[src/rtl/anita4_trig_pkg.sv]
// Shared definitions for the ANITA-4 phi-sector coincidence trigger:
// FSM state encoding, coincidence mode constants and counter widths.
package anita4_trig_pkg;

  localparam int unsigned COUNT_W = 16;
  localparam int unsigned DROP_W  = 8;

  // mode_i encoding
  localparam logic MODE_PAIR   = 1'b0;  // sector AND sector+1
  localparam logic MODE_TRIPLE = 1'b1;  // sector AND (sector-1 OR sector+1)

  typedef enum logic [0:0] {
    ST_IDLE = 1'b0,
    ST_HOLD = 1'b1
  } trig_state_e;

endpackage

[src/rtl/anita4_phi_coincidence_trigger_if.sv]
// Configuration, hit and result bus of the phi-sector coincidence trigger.
// master: the side driving hits and settings (controller / bench).
// slave : the trigger core.
// Hit/config: l1_i, phi_mask_i, win_i, mode_i, holdoff_i, disable_i.
// Results   : trig_o, phi_o, count_o, drop_o, busy_o, scal_o.
interface anita4_phi_coincidence_trigger_if
  import anita4_trig_pkg::*;
#(
  parameter int unsigned NUM_PHI = 16,
  parameter int unsigned NUM_POL = 2,
  parameter int unsigned WIN_W   = 3,
  parameter int unsigned HOLD_W  = 8
);
  localparam int unsigned NB = NUM_POL * NUM_PHI;

  logic [NB-1:0]      l1_i;
  logic [NB-1:0]      phi_mask_i;
  logic [WIN_W-1:0]   win_i;
  logic               mode_i;
  logic [HOLD_W-1:0]  holdoff_i;
  logic               disable_i;
  logic               trig_o;
  logic [NB-1:0]      phi_o;
  logic [COUNT_W-1:0] count_o;
  logic [DROP_W-1:0]  drop_o;
  logic               busy_o;
  logic [NB-1:0]      scal_o;

  modport master (
    output l1_i, phi_mask_i, win_i, mode_i, holdoff_i, disable_i,
    input  trig_o, phi_o, count_o, drop_o, busy_o, scal_o
  );

  modport slave (
    input  l1_i, phi_mask_i, win_i, mode_i, holdoff_i, disable_i,
    output trig_o, phi_o, count_o, drop_o, busy_o, scal_o
  );

endinterface

[src/rtl/anita4_l1_stretch.sv]
// Per-sector L1 pulse stretcher. A rising edge on l1_i loads the counter
// with win_i; s1_o stays high for win_i+1 cycles after a one-cycle hit.
// Ports: clk250_i, rst_n_i (async, active-low), l1_i, win_i, s1_o.
module anita4_l1_stretch #(
  parameter int unsigned WIN_W = 3
) (
  input  logic             clk250_i,
  input  logic             rst_n_i,
  input  logic             l1_i,
  input  logic [WIN_W-1:0] win_i,
  output logic             s1_o
);

  logic             l1_q;
  logic [WIN_W-1:0] cnt_q;

  // Edge detect, stretch counter and registered stretched hit
  always_ff @(posedge clk250_i or negedge rst_n_i) begin
    if (!rst_n_i) begin
      l1_q  <= 1'b0;
      cnt_q <= '0;
      s1_o  <= 1'b0;
    end else begin
      l1_q <= l1_i;
      s1_o <= l1_i | (cnt_q != '0);
      if (l1_i && !l1_q) begin
        cnt_q <= win_i;
      end else if (cnt_q != '0) begin
        cnt_q <= cnt_q - WIN_W'(1);
      end
    end
  end

endmodule

[src/rtl/anita4_phi_coincidence_trigger.sv]
// ANITA-4 phi-sector coincidence trigger: stretches per-sector L1 hits,
// forms neighbour coincidences per polarisation, and issues one-cycle
// triggers with a programmable post-trigger holdoff.
// Ports: clk250_i, rst_n_i (async, active-low), bus (slave modport of
// anita4_phi_coincidence_trigger_if).
// Build option: ANITA4_TRIG_SCALER_EN enables per-sector scaler strobes
// on scal_o; otherwise scal_o is tied to zero.
module anita4_phi_coincidence_trigger
  import anita4_trig_pkg::*;
#(
  parameter int unsigned NUM_PHI = 16,
  parameter int unsigned NUM_POL = 2,
  parameter int unsigned WIN_W   = 3,
  parameter int unsigned HOLD_W  = 8
) (
  input  logic                              clk250_i,
  input  logic                              rst_n_i,
  anita4_phi_coincidence_trigger_if.slave   bus
);

  localparam int unsigned NB = NUM_POL * NUM_PHI;

  logic [NB-1:0]      s1;
  logic [NB-1:0]      s1_d_q;
  logic [NB-1:0]      pair_c;
  logic [NB-1:0]      pair_q;
  logic               any_c;
  logic               any_q;
  logic               disable_q;

  trig_state_e        state_q, state_n;
  logic [HOLD_W-1:0]  hold_q, hold_n;
  logic               trig_q, trig_n;
  logic [NB-1:0]      phi_q, phi_n;
  logic [COUNT_W-1:0] count_q, count_n;
  logic [DROP_W-1:0]  drop_q, drop_n;
  logic               busy_q, busy_n;

  // Stage 1: one stretcher per sector bit
  for (genvar k = 0; k < int'(NB); k++) begin : g_stretch
    anita4_l1_stretch #(.WIN_W(WIN_W)) u_stretch (
      .clk250_i (clk250_i),
      .rst_n_i  (rst_n_i),
      .l1_i     (bus.l1_i[k]),
      .win_i    (bus.win_i),
      .s1_o     (s1[k])
    );
  end

  // Stage 2 coincidence; neighbours wrap within a polarisation only
  for (genvar p = 0; p < int'(NUM_POL); p++) begin : g_pol
    for (genvar i = 0; i < int'(NUM_PHI); i++) begin : g_phi
      localparam int K  = p * int'(NUM_PHI) + i;
      localparam int UP = p * int'(NUM_PHI) + ((i + 1) % int'(NUM_PHI));
      localparam int DN = p * int'(NUM_PHI) + ((i + int'(NUM_PHI) - 1) % int'(NUM_PHI));
      assign pair_c[K] = ~bus.phi_mask_i[K] & s1[K] &
                         ((bus.mode_i == MODE_TRIPLE) ? (s1[DN] | s1[UP]) : s1[UP]);
    end
  end

  assign any_c = |pair_q;

  // Stage-2 registers; s1_d_q keeps the hit pattern aligned with pair_q
  always_ff @(posedge clk250_i or negedge rst_n_i) begin
    if (!rst_n_i) begin
      pair_q    <= '0;
      s1_d_q    <= '0;
      any_q     <= 1'b0;
      disable_q <= 1'b0;
    end else begin
      pair_q    <= pair_c;
      s1_d_q    <= s1;
      any_q     <= any_c;
      disable_q <= bus.disable_i;
    end
  end

  // FSM state register
  always_ff @(posedge clk250_i or negedge rst_n_i) begin
    if (!rst_n_i) state_q <= ST_IDLE;
    else          state_q <= state_n;
  end

  // FSM next-state and registered-output next values
  always_comb begin
    state_n = state_q;
    hold_n  = hold_q;
    trig_n  = 1'b0;
    phi_n   = phi_q;
    count_n = count_q;
    drop_n  = drop_q;
    unique case (state_q)
      ST_IDLE: begin
        if (any_c && !disable_q) begin
          trig_n  = 1'b1;
          phi_n   = s1_d_q;
          count_n = count_q + COUNT_W'(1);
          hold_n  = bus.holdoff_i;
          if (bus.holdoff_i != '0) state_n = ST_HOLD;
        end
      end
      ST_HOLD: begin
        hold_n = hold_q - HOLD_W'(1);
        if (hold_q == HOLD_W'(1)) state_n = ST_IDLE;
        // Blocked coincidences are counted, never extend the holdoff
        if (any_c && !any_q && !disable_q && (drop_q != {DROP_W{1'b1}}))
          drop_n = drop_q + DROP_W'(1);
      end
      default: state_n = ST_IDLE;
    endcase
    busy_n = (state_n == ST_HOLD);
  end

  // Output and hold-counter registers
  always_ff @(posedge clk250_i or negedge rst_n_i) begin
    if (!rst_n_i) begin
      hold_q  <= '0;
      trig_q  <= 1'b0;
      phi_q   <= '0;
      count_q <= '0;
      drop_q  <= '0;
      busy_q  <= 1'b0;
    end else begin
      hold_q  <= hold_n;
      trig_q  <= trig_n;
      phi_q   <= phi_n;
      count_q <= count_n;
      drop_q  <= drop_n;
      busy_q  <= busy_n;
    end
  end

  assign bus.trig_o  = trig_q;
  assign bus.phi_o   = phi_q;
  assign bus.count_o = count_q;
  assign bus.drop_o  = drop_q;
  assign bus.busy_o  = busy_q;

`ifdef ANITA4_TRIG_SCALER_EN
  logic [NB-1:0] scal_q;

  // One strobe per rising edge of each stage-2 coincidence bit
  always_ff @(posedge clk250_i or negedge rst_n_i) begin
    if (!rst_n_i) scal_q <= '0;
    else          scal_q <= pair_c & ~pair_q;
  end

  assign bus.scal_o = scal_q;
`else
  assign bus.scal_o = '0;
`endif

endmodule

[src/flat_wrapper.sv]
// flat-port wrapper written by rule: the top's interface ports become plain ports
module anita4_phi_coincidence_trigger_flat import anita4_trig_pkg::*;
#(
  parameter int unsigned NUM_PHI = 16,
  parameter int unsigned NUM_POL = 2,
  parameter int unsigned WIN_W   = 3,
  parameter int unsigned HOLD_W  = 8
)
  (clk250_i, rst_n_i, bus_l1_i, bus_phi_mask_i, bus_win_i, bus_mode_i, bus_holdoff_i, bus_disable_i, bus_trig_o, bus_phi_o, bus_count_o, bus_drop_o, bus_busy_o, bus_scal_o);
  anita4_phi_coincidence_trigger_if #(.NUM_PHI(NUM_PHI), .NUM_POL(NUM_POL), .WIN_W(WIN_W), .HOLD_W(HOLD_W)) bus_i ();
  input  logic clk250_i;
  input  logic rst_n_i;
  input wire logic [$bits(bus_i.l1_i)-1:0] bus_l1_i;
  input wire logic [$bits(bus_i.phi_mask_i)-1:0] bus_phi_mask_i;
  input wire logic [$bits(bus_i.win_i)-1:0] bus_win_i;
  input wire logic [$bits(bus_i.mode_i)-1:0] bus_mode_i;
  input wire logic [$bits(bus_i.holdoff_i)-1:0] bus_holdoff_i;
  input wire logic [$bits(bus_i.disable_i)-1:0] bus_disable_i;
  output wire logic [$bits(bus_i.trig_o)-1:0] bus_trig_o;
  output wire logic [$bits(bus_i.phi_o)-1:0] bus_phi_o;
  output wire logic [$bits(bus_i.count_o)-1:0] bus_count_o;
  output wire logic [$bits(bus_i.drop_o)-1:0] bus_drop_o;
  output wire logic [$bits(bus_i.busy_o)-1:0] bus_busy_o;
  output wire logic [$bits(bus_i.scal_o)-1:0] bus_scal_o;
  assign bus_i.l1_i = bus_l1_i;
  assign bus_i.phi_mask_i = bus_phi_mask_i;
  assign bus_i.win_i = bus_win_i;
  assign bus_i.mode_i = bus_mode_i;
  assign bus_i.holdoff_i = bus_holdoff_i;
  assign bus_i.disable_i = bus_disable_i;
  assign bus_trig_o = bus_i.trig_o;
  assign bus_phi_o = bus_i.phi_o;
  assign bus_count_o = bus_i.count_o;
  assign bus_drop_o = bus_i.drop_o;
  assign bus_busy_o = bus_i.busy_o;
  assign bus_scal_o = bus_i.scal_o;
  anita4_phi_coincidence_trigger #(.NUM_PHI(NUM_PHI), .NUM_POL(NUM_POL), .WIN_W(WIN_W), .HOLD_W(HOLD_W)) u_core (.clk250_i(clk250_i), .rst_n_i(rst_n_i), .bus(bus_i));
endmodule
[config.mk]
export PLATFORM = sky130hd
export DESIGN_NAME = anita4_phi_coincidence_trigger_flat
export DESIGN_NICKNAME = d
export VERILOG_FILES = /design/src/rtl/anita4_trig_pkg.sv /design/src/rtl/anita4_phi_coincidence_trigger_if.sv /design/src/rtl/anita4_l1_stretch.sv /design/src/rtl/anita4_phi_coincidence_trigger.sv /design/src/flat_wrapper.sv
export SDC_FILE = /design/constraint.sdc
export NUM_CORES = 1
export LEC_CHECK = 0
export CAP_MARGIN = 25
export CORE_MARGIN = 2
export CORE_UTILIZATION = 55
export DETAILED_ROUTE_END_ITERATION = 12
export PLACE_DENSITY = 0.79
export SLEW_MARGIN = 20
export SYNTH_ARGS = -nofsm -noshare
export SYNTH_HDL_FRONTEND = slang
export SYNTH_SLANG_ARGS = --single-unit
[constraint.sdc]
create_clock -name clk250_i -period 2.5 [get_ports clk250_i]
set_input_delay 0.5 -clock clk250_i [delete_from_list [all_inputs] [get_ports clk250_i]]
set_output_delay 0.5 -clock clk250_i [all_outputs]
set_load 0.01 [all_outputs]
==> results of run 1 <==
==> final timing paths <==
check / startpoint / end / slack [ps]
worst max-delay path: u_core.bus.busy_o / bus_busy_o / 290
worst min-delay path: bus_disable_i / u_core.disable_q / 420
worst max register to register: u_core.pair_q[9] / u_core.bus.count_o[4] / 380
worst min register to register: u_core.g_stretch[28].u_stretch.s1_o / u_core.s1_d_q[28] / 430
max in group asynchronous: rst_n_i / u_core.g_stretch[27].u_stretch.cnt_q[1] / 1270
min in group asynchronous: rst_n_i / u_core.g_stretch[8].u_stretch.cnt_q[0] / 480
==> synthesized netlist by cell type, types with 26 or more instances <==
master / number
or2_2: 26
nand2b_1: 60
a21oi_1: 122
nand2_1: 150
xnor2_1: 47
nor2_1: 124
ha_1: 68
mux2i_1: 32
nor3b_1: 33
buf_4: 34
inv_1: 70
dfrtp_1: 292
o21ai_0: 40
==> power by group through the flow <==
stage / Clock [W] / Combinational, W / Sequential (W)
finish: 0.00421 / 0.00392 / 0.00647
global placement: 0 / 0.00366 / 0.00648
global route: 0.00449 / 0.00456 / 0.00661
floorplan: 0 / 0.00310 / 0.00636
CTS: 0.00429 / 0.00398 / 0.00647
detailed placement: 0 / 0.00392 / 0.00654
==> layer usage <==
layer  routed length [um]  global-route usage [%]  part of all wire, %  vias to the layer above
li1                     -                       -                    -                     4245
met2                12900                    38.3                   50                      231
met3                 1300                    3.05                  5.0                       33
met5                    0                       0                    0                        -
met1                11400                    29.1                   44                     4205
met4                  407                    5.29                  1.6                        0
==> sequential cells by signal, indices dropped and copies added (netlist names) <==
register and flops:
u_core.bus.drop_o 8, u_core.disable_q 1, u_core.g_stretch.u_stretch.s1_o 32, u_core.hold_q 8, u_core.bus.count_o 16, u_core.g_stretch.u_stretch.l1_q 32
u_core.pair_q 32, u_core.g_stretch.u_stretch.cnt_q 96, u_core.bus.busy_o 1, u_core.s1_d_q 32, u_core.bus.phi_o 32, u_core.any_q 1
u_core.bus.trig_o 1
==> layout make-up <==
class / count / area share, %
clock buffer: 46 / 5.86
timing repair buffer: 154 / 10.1
clock inverter: 7 / 0.244
multi-input combinational: 825 / 32.2
inverter: 72 / 1.76
sequential: 292 / 47.5
antenna: 1 / 0.0163
tap: 285 / 2.32
==> logic make-up after synthesis <==
| group | Yosys count |
|---|---|
| AND/OR/NAND/NOR | 456 |
| flip-flops | 292 |
| AO/OA/AOI/OAI | 175 |
| buffers and inverters | 128 |
| adder cells (fa/ha/maj) | 68 |
| XOR/XNOR | 57 |
| multiplexers | 37 |
| other | 1 |
==> metrics by stage <==
step,cell area (um2),utilization (%),total power [W],hold WS (ps),setup slack [ps]
floorplan,12900,-,0.00946,204,564
global placement,14400,63.6,0.0101,414,480
detailed placement,14400,63.6,0.0105,412,356
CTS,15400,67.7,0.0147,412,282
global route,15400,67.7,0.0157,424,215
finish,15400,67.8,0.0146,424,287
==> timing repair <==
item | 4_1_cts | 5_1_grt
setup endpoints to repair | 0 | 0
hold buffers | 1 | 0
endpoints found under the hold margin | 47 | 0
==> results.json, run 1 <==
{
  "cp_num_cells": 1,
  "synth_adder_area_share_pct": 6.67,
  "crit_buf_inv": 1,
  "routed_wl_um": 26000,
  "period_share_pct": 88.5,
  "synth-warning-count": 0,
  "path_max_fanout": 12,
  "crit_path_top_delay_cell": "clkdlybuf4s50_1",
  "path_clk_slew_ps": 60,
  "syn2layout_area_growth_pct": 20.7,
  "clk_path_buf_depth": 3,
  "endpoint_kind": "output port",
  "fill_cells": 1683,
  "muxShareOfSynthArea_pct": 2.95,
  "cts_setup_buffers": 0,
  "p_sw_w": 0.00441,
  "gr-total-overflow": 0,
  "ctsRootBufferMaster": "clkbuf_16",
  "cp.required_ps": 2000,
  "synthArstFlopShare_pct": 100,
  "final_cells": 1682,
  "clock.fmax_mhz": 452,
  "synth_ff_type": "dfrtp_1",
  "track_usage_pct": 21.9,
  "insertion_delay_ps": 550,
  "ir_worst_vdd_uv": 578,
  "final_cell_mix": "dfrtp_1 (292), nand2_1 (150), clkdlybuf4s50_1 (135)",
  "synth_cells": 1214,
  "whs_path_depth": 1,
  "synth-xor-area-share_pct": 3.92,
  "synth.largest_area_cell": "dfrtp_1",
  "core_area_um2": 22700,
  "hold_class": "input port to flop",
  "via_count": 8714,
  "route.detailed.drc": 0,
  "setup_viol": 0,
  "synth_cell_types": 40,
  "power_switching_share_pct": 30.2,
  "worstMarginPinSlew_ps": 846,
  "antenna_found_initial": 0,
  "rsz0062_at_grt": "false",
  "syn_area_per_cell_um2": 10.5,
  "slew_headroom_pct": 43.5,
  "die_area_um2": 24400,
  "synth_edf_count": 0,
  "period_needed_ps": 2210,
  "pwr-share-comb_pct": 26.8,
  "synth_simple_gate_area_share_pct": 17.3,
  "place.gp.congestion": 0.885,
  "p_per_area_nw_per_um2": 949,
  "max_cap_viol_count": 0,
  "cpPeakStageDelay_ps": 610,
  "antenna_left": 0,
  "drt_iter0_drc": 443,
  "synth_top_area_share_pct": 57.3,
  "first_global_vias": 8823,
  "rows": 55,
  "cts_buffers": 30,
  "grt_pass1_wl_um": 42900,
  "final_common_cell": "dfrtp_1",
  "multi_input_area_um2": 4960,
  "synth_top_family_by_area": "simple AND/OR/NAND/NOR gates",
  "dieWidth_um": 156,
  "worstSetupPathType": "flop to output port",
  "regArea_um2": 7310,
  "initial_core_util_pct": 56.1,
  "internal-power_w": 0.0102,
  "seq_area_frac_synth_pct": 57.3,
  "drt-pass1-iter-count": 5,
  "vias_per_cell": 5.18,
  "finalClockSkew_ps": 13.2,
  "outcome": "complete, no violations",
  "drive_above_1_share_pct": 7.02,
  "slew_viol_final": 0,
  "cts_htree_levels": 1,
  "setup_tns_ps": 0,
  "finish.net_count": 1522,
  "cts-resized-gates": 0,
  "p_leak_nw": 6.99,
  "io_buffers": 136,
  "critical_path.top_delay_family": "buffers and inverters",
  "clock_sinks": 292,
  "dp_cells": 1627,
  "p_clk_share_pct": 28.8,
  "hpwl_um": 17900,
  "r2r_cells": 6,
  "grt_start_max_net_pins": 57,
  "yosys-top-cells-area": "dfrtp_1 (57%), ha_1 (6.7%), a21oi_1 (4.8%), nand2_1 (4.4%), nor2_1 (3.7%)",
  "routedWlPerCell_um": 15.5,
  "io_pins": 169,
  "start_kind": "flop",
  "cts_tree": "built",
  "synth_compound_area_share_pct": 7.03,
  "power_frac_seq_pct": 44.3,
  "syn_area_um2": 12800,
  "critPathArrivalTime_ps": 1710,
  "hold_violations": 0,
  "die_y_um": 156,
  "critical_path.cell_chain": "clkdlybuf4s50_1",
  "synth-seq-cells": 292
}
Power figures use the tool's default switching activity.
==> run 2, diff against run 1 <==
--- a/config.mk
+++ b/config.mk
@@ -6,7 +6,7 @@
 export NUM_CORES = 1
 export LEC_CHECK = 0
 export CAP_MARGIN = 25
-export CORE_MARGIN = 2
+export CORE_MARGIN = 3
 export CORE_UTILIZATION = 55
 export DETAILED_ROUTE_END_ITERATION = 12
 export PLACE_DENSITY = 0.79
==> run 2 against run 1 <==
  * Hold slack worse by 16 ps
  * Maximum frequency is 0.51% lower
  * Global-route usage is 0.93 points lower
  * Critical path depth stayed put
  * Core utilization is 0.19 points higher
  * Via count is 0.38% lower
  * Sequential power hardly changed
  * Combinational power hardly changed
  * Non-clock buffer count is 3 lower
  * Power is 1.0% higher
  * Clock skew is 0.82 ps higher
  * Critical endpoint unchanged
  * Largest cell class unchanged
==> results.json, run 2 (same netlist as run 1, synthesis figures left out) <==
{
  "syn2layout_area_growth_pct": 21.0,
  "setup_viol": 0,
  "pwr-share-comb_pct": 26.7,
  "drive_above_1_share_pct": 6.75,
  "p_clk_share_pct": 29.4,
  "crit_buf_inv": 1,
  "path_clk_slew_ps": 60,
  "start_kind": "flop",
  "place.gp.congestion": 0.826,
  "clk_path_buf_depth": 3,
  "critical_path.cell_chain": "clkdlybuf4s50_1",
  "dp_cells": 1624,
  "antenna_left": 0,
  "cts_tree": "built",
  "die_y_um": 158,
  "cts_buffers": 29,
  "worstSetupPathType": "flop to output port",
  "cts-hold-fix-buffers": 1,
  "setup_tns_ps": 0,
  "clock_sinks": 292,
  "grt_start_max_net_pins": 67,
  "outcome": "complete, no violations",
  "hold_class": "input port to flop",
  "io_pins": 169,
  "hpwl_um": 17900,
  "slew_viol_final": 0,
  "cpPeakStageDelay_ps": 620,
  "routedWlPerCell_um": 15.4,
  "final_cell_mix": "dfrtp_1 (292), nand2_1 (150), clkdlybuf4s50_1 (135)",
  "cts_setup_buffers": 0,
  "vias_per_cell": 5.17,
  "period_share_pct": 89.0,
  "ctsRootBufferMaster": "clkbuf_16",
  "slew_headroom_pct": 46.5,
  "antenna_cells": 0,
  "drt-pass1-iter-count": 4,
  "die_area_um2": 25000,
  "p_sw_w": 0.00440,
  "critPathArrivalTime_ps": 1720,
  "hold_violations": 0,
  "power_switching_share_pct": 29.9,
  "rows": 55,
  "routed_wl_um": 25800,
  "insertion_delay_ps": 540,
  "io_buffers": 136,
  "fill_cells": 1736,
  "route.detailed.drc": 0,
  "cts_htree_levels": 1,
  "dieWidth_um": 158,
  "finalClockSkew_ps": 14.0,
  "p_per_area_nw_per_um2": 956,
  "p_leak_nw": 7.00,
  "drt_iter0_drc": 489,
  "crit_path_top_delay_cell": "clkdlybuf4s50_1",
  "cts-resized-gates": 0,
  "period_needed_ps": 2220,
  "grt_pass1_wl_um": 42800,
  "finish.net_count": 1518,
  "endpoint_kind": "output port",
  "max_cap_viol_count": 0,
  "path_max_fanout": 12,
  "internal-power_w": 0.0103,
  "finalWorstSetupSlack_ps": 276,
  "critical_path.top_delay_family": "buffers and inverters",
  "place_ws_ps": 437,
  "via_count": 8681,
  "largest_reg_flops": 96,
  "antenna_found_initial": 0,
  "track_usage_pct": 21.0,
  "clock.fmax_mhz": 450,
  "ir_worst_vdd_uv": 580,
  "power_frac_seq_pct": 43.9,
  "initial_core_util_pct": 56.1,
  "core_area_um2": 22700,
  "regMostFlops": "u_core.g_stretch.u_stretch.cnt_q",
  "worstMarginPinSlew_ps": 801,
  "final_cells": 1678,
  "cp.required_ps": 2000,
  "first_global_vias": 8872,
  "rsz0062_at_grt": "false",
  "gr-total-overflow": 0,
  "final_common_cell": "dfrtp_1"
}
[run 2: cell types whose count changed in the layout (fill, tap and decap cells not counted), moves of 2 or more]
cell / before / now
clkbuf_16: 31 / 29
bufinv_16: 0 / 2
clkinv_2: 6 / 2
clkbuf_8: 7 / 9
buf_12: 4 / 7
buf_4: 13 / 7
[run 2: path summary, 6_finish.rpt]
check	start	end	slack (ps)	cells past startpoint
worst max-delay path	u_core.bus.busy_o	bus_busy_o	280	1
worst min-delay path	bus_disable_i	u_core.disable_q	410	1
worst max register to register	u_core.pair_q[9]	u_core.bus.count_o[9]	420	6
worst min register to register	u_core.s1_d_q[4]	u_core.bus.phi_o[4]	430	2
max in group asynchronous	rst_n_i	u_core.g_stretch[7].u_stretch.cnt_q[2]	1310	3
min in group asynchronous	rst_n_i	u_core.bus.phi_o[26]	540	2
[run 2: final cells by class]
| cell class | instances | area [um2] | area share [%] |
|---|---|---|---|
| Multi-Input combinational cell | 825 | 4960 | 32.1 |
| Clock buffer | 47 | 883 | 5.73 |
| Clock inverter | 6 | 86.3 | 0.560 |
| Timing Repair Buffer | 151 | 1570 | 10.2 |
| Inverter | 72 | 270 | 1.75 |
| Tap cell | 285 | 357 | 2.31 |
| Sequential cell | 292 | 7310 | 47.4 |
[run 2: power groups by stage]
stage | logic [W] | registers, W | clock network [W]
3_3_place_gp | 0.00366 | 0.00648 | 0
6_report | 0.00394 | 0.00648 | 0.00433
4_1_cts | 0.00400 | 0.00646 | 0.00443
5_1_grt | 0.00458 | 0.00661 | 0.00463
2_1_floorplan | 0.00310 | 0.00636 | 0
3_5_place_dp | 0.00392 | 0.00654 | 0
[run 2: layer usage]
metal	share of wire, %	vias to the layer above	global-route usage [%]	wire, um
met3	5.1	36	3.02	1320
met5	0	-	0	0
met1	44	4193	28.7	11300
li1	-	4236	-	-
met4	1.5	0	4.22	375
met2	50	216	36.2	12800
[run 2: stage by stage]
| step | hold slack (ps) | total power, W | area, um2 | utilization (%) |
|---|---|---|---|---|
| finish | 408 | 0.0148 | 15400 | 67.9 |
| global route | 402 | 0.0158 | 15400 | 67.9 |
| CTS | 395 | 0.0149 | 15400 | 67.9 |
| detailed placement | 419 | 0.0105 | 14400 | 63.6 |
| global placement | 411 | 0.0101 | 14400 | 63.6 |
| floorplan | 204 | 0.00946 | 12900 | - |
==> run 3, diff against run 2 <==
==> constraint.sdc (replaced) <==
create_clock -name clk250_i -period 2.5 [get_ports clk250_i]
set_input_delay 0.25 -clock clk250_i [delete_from_list [all_inputs] [get_ports clk250_i]]
set_output_delay 0.25 -clock clk250_i [all_outputs]
set_load 0.01 [all_outputs]
==> run 3 against run 2 <==
  * First-iteration DRC count increased by 18%
  * Sequential power barely moved
  * Setup slack better by 92 ps
  * Power grew 2.4%
  * Largest cell class unchanged
  * Highest routed layer unchanged
==> results.json, run 3 (same netlist as run 1, synthesis figures left out) <==
{
  "outcome": "complete, no violations",
  "crit_buf_inv": 1,
  "period_share_pct": 85.3,
  "hpwl_um": 18000,
  "p_per_area_nw_per_um2": 976,
  "grt_pass1_wl_um": 42700,
  "ctsRootBufferMaster": "clkbuf_16",
  "crit_path_top_delay_cell": "nor4_1",
  "routedWlPerCell_um": 15.5,
  "via_count": 8760,
  "slew_headroom_pct": 45.4,
  "final_cells": 1681,
  "fill_cells": 1648,
  "postPlaceCellArea_um2": 14400,
  "fin_area_um2": 15500,
  "gr-total-overflow": 0,
  "final_cell_mix": "dfrtp_1 (292), nand2_1 (150), clkdlybuf4s50_1 (135)",
  "routed_wl_um": 26000,
  "track_usage_pct": 21.0,
  "route.detailed.drc": 0,
  "cp.required_ps": 2950,
  "dieWidth_um": 158,
  "path_max_fanout": 48,
  "setup_viol": 0,
  "syn2layout_area_growth_pct": 21.4,
  "critical_path.top_delay_family": "simple AND/OR/NAND/NOR gates",
  "critPathArrivalTime_ps": 2580,
  "clock_sinks": 292,
  "io_pins": 169,
  "clk_path_buf_depth": 3,
  "start_kind": "flop",
  "finalClockSkew_ps": 12.2,
  "path_clk_slew_ps": 60,
  "endpoint_kind": "flop",
  "final_common_cell": "dfrtp_1",
  "first_global_vias": 8759,
  "core_area_um2": 22700,
  "cpMostUsedCell": "nand4_1",
  "cpPeakStageDelay_ps": 390,
  "hold_violations": 0,
  "clock.fmax_mhz": 469,
  "place.gp.congestion": 0.838,
  "drt_iter0_drc": 579,
  "max_cap_viol_count": 0,
  "dp_cells": 1625,
  "insertion_delay_ps": 540,
  "regMostFlops": "u_core.g_stretch.u_stretch.cnt_q",
  "rows": 55,
  "rsz0062_at_grt": "false",
  "largest_reg_flops": 96,
  "critical_path.cell_chain": "nor4_1, nand4_1, o21ai_4, inv_2, nand4_1, xnor2_1",
  "initial_core_util_pct": 56.1,
  "hold_class": "input port to flop",
  "grt_start_max_net_pins": 87,
  "p_leak_nw": 7.02,
  "io_buffers": 136,
  "period_needed_ps": 2130,
  "slew_viol_final": 0,
  "setup_tns_ps": 0,
  "cts_tree": "built",
  "worstSetupPathType": "flop to flop",
  "ir_worst_vdd_uv": 523,
  "cts_setup_buffers": 0,
  "drive_above_1_share_pct": 7.23,
  "die_y_um": 158,
  "vias_per_cell": 5.21,
  "cts_buffers": 30,
  "finish.net_count": 1520,
  "antenna_cells": 0,
  "drt-pass1-iter-count": 5,
  "worstMarginPinSlew_ps": 818,
  "finalPower_w": 0.0151,
  "die_area_um2": 25000,
  "antenna_left": 0,
  "cts-hold-fix-buffers": 1,
  "cts-resized-gates": 0,
  "cts_htree_levels": 1,
  "antenna_found_initial": 0
}
run 3: changes by cell type in the layout (fill, tap and decap cells not counted), sizes merged:
cell,previous run,this run
clkbuf,47,40
clkinvlp,1,5
bufinv,2,5
clkinv,2,5
buf,15,16
inv,73,72
run 3: final timing paths:
check                                                    from                                endpoint  slack, ps  cells past startpoint
setup / recovery                            u_core.pair_q[24]                   u_core.bus.count_o[9]        370                      6
hold / removal                                  bus_disable_i                        u_core.disable_q        190                      1
setup reg to reg                            u_core.pair_q[24]                   u_core.bus.count_o[9]        370                      6
hold reg to reg            u_core.g_stretch[2].u_stretch.s1_o                        u_core.s1_d_q[2]        430                      0
max in group asynchronous                             rst_n_i  u_core.g_stretch[7].u_stretch.cnt_q[2]       1400                      3
min in group asynchronous                             rst_n_i                    u_core.bus.phi_o[29]        280                      2
run 3: area by class of cell:
class	instances	area [um2]	share of cell area, %
Tap cell	285	357	2.30
Timing Repair Buffer	152	1530	9.86
Multi-Input combinational cell	825	4960	32.0
Inverter	72	270	1.75
Sequential cell	292	7310	47.2
Clock buffer	40	850	5.49
Clock inverter	15	213	1.37
run 3: power breakdown:
part	internal [W]	total (W)	switching, W
logic	0.00190	0.00392	0.00202
registers	0.00583	0.00647	0.000643
clock network	0.00290	0.00471	0.00181
total	0.0106	0.0151	0.00448
run 3: through the flow:
| step | setup WS, ps | util, % | hold slack, ps |
|---|---|---|---|
| final | 367 | 68.2 | 186 |
| after CTS | 335 | 68.2 | 177 |
| after floorplan | 564 | - | -45.6 |
| after global placement | 473 | 63.4 | 298 |
| after detailed placement | 422 | 63.4 | 303 |
| after global routing | 232 | 68.2 | 181 |
run 3: worst reg2reg max path, delay by kind of cell, from the launching register on:
family	cells	cell delay [ps]
flip-flops	1	380
XOR/XNOR	1	140
AO/OA/AOI/OAI	1	260
buffers and inverters	1	340
AND/OR/NAND/NOR	3	930
run 3: routing by layer:
layer  wire length (um)  GRT usage (%)
met2              12700           36.1
met5                  0              0
met4                391           4.79
met3               1290           2.53
met1              11600           29.0
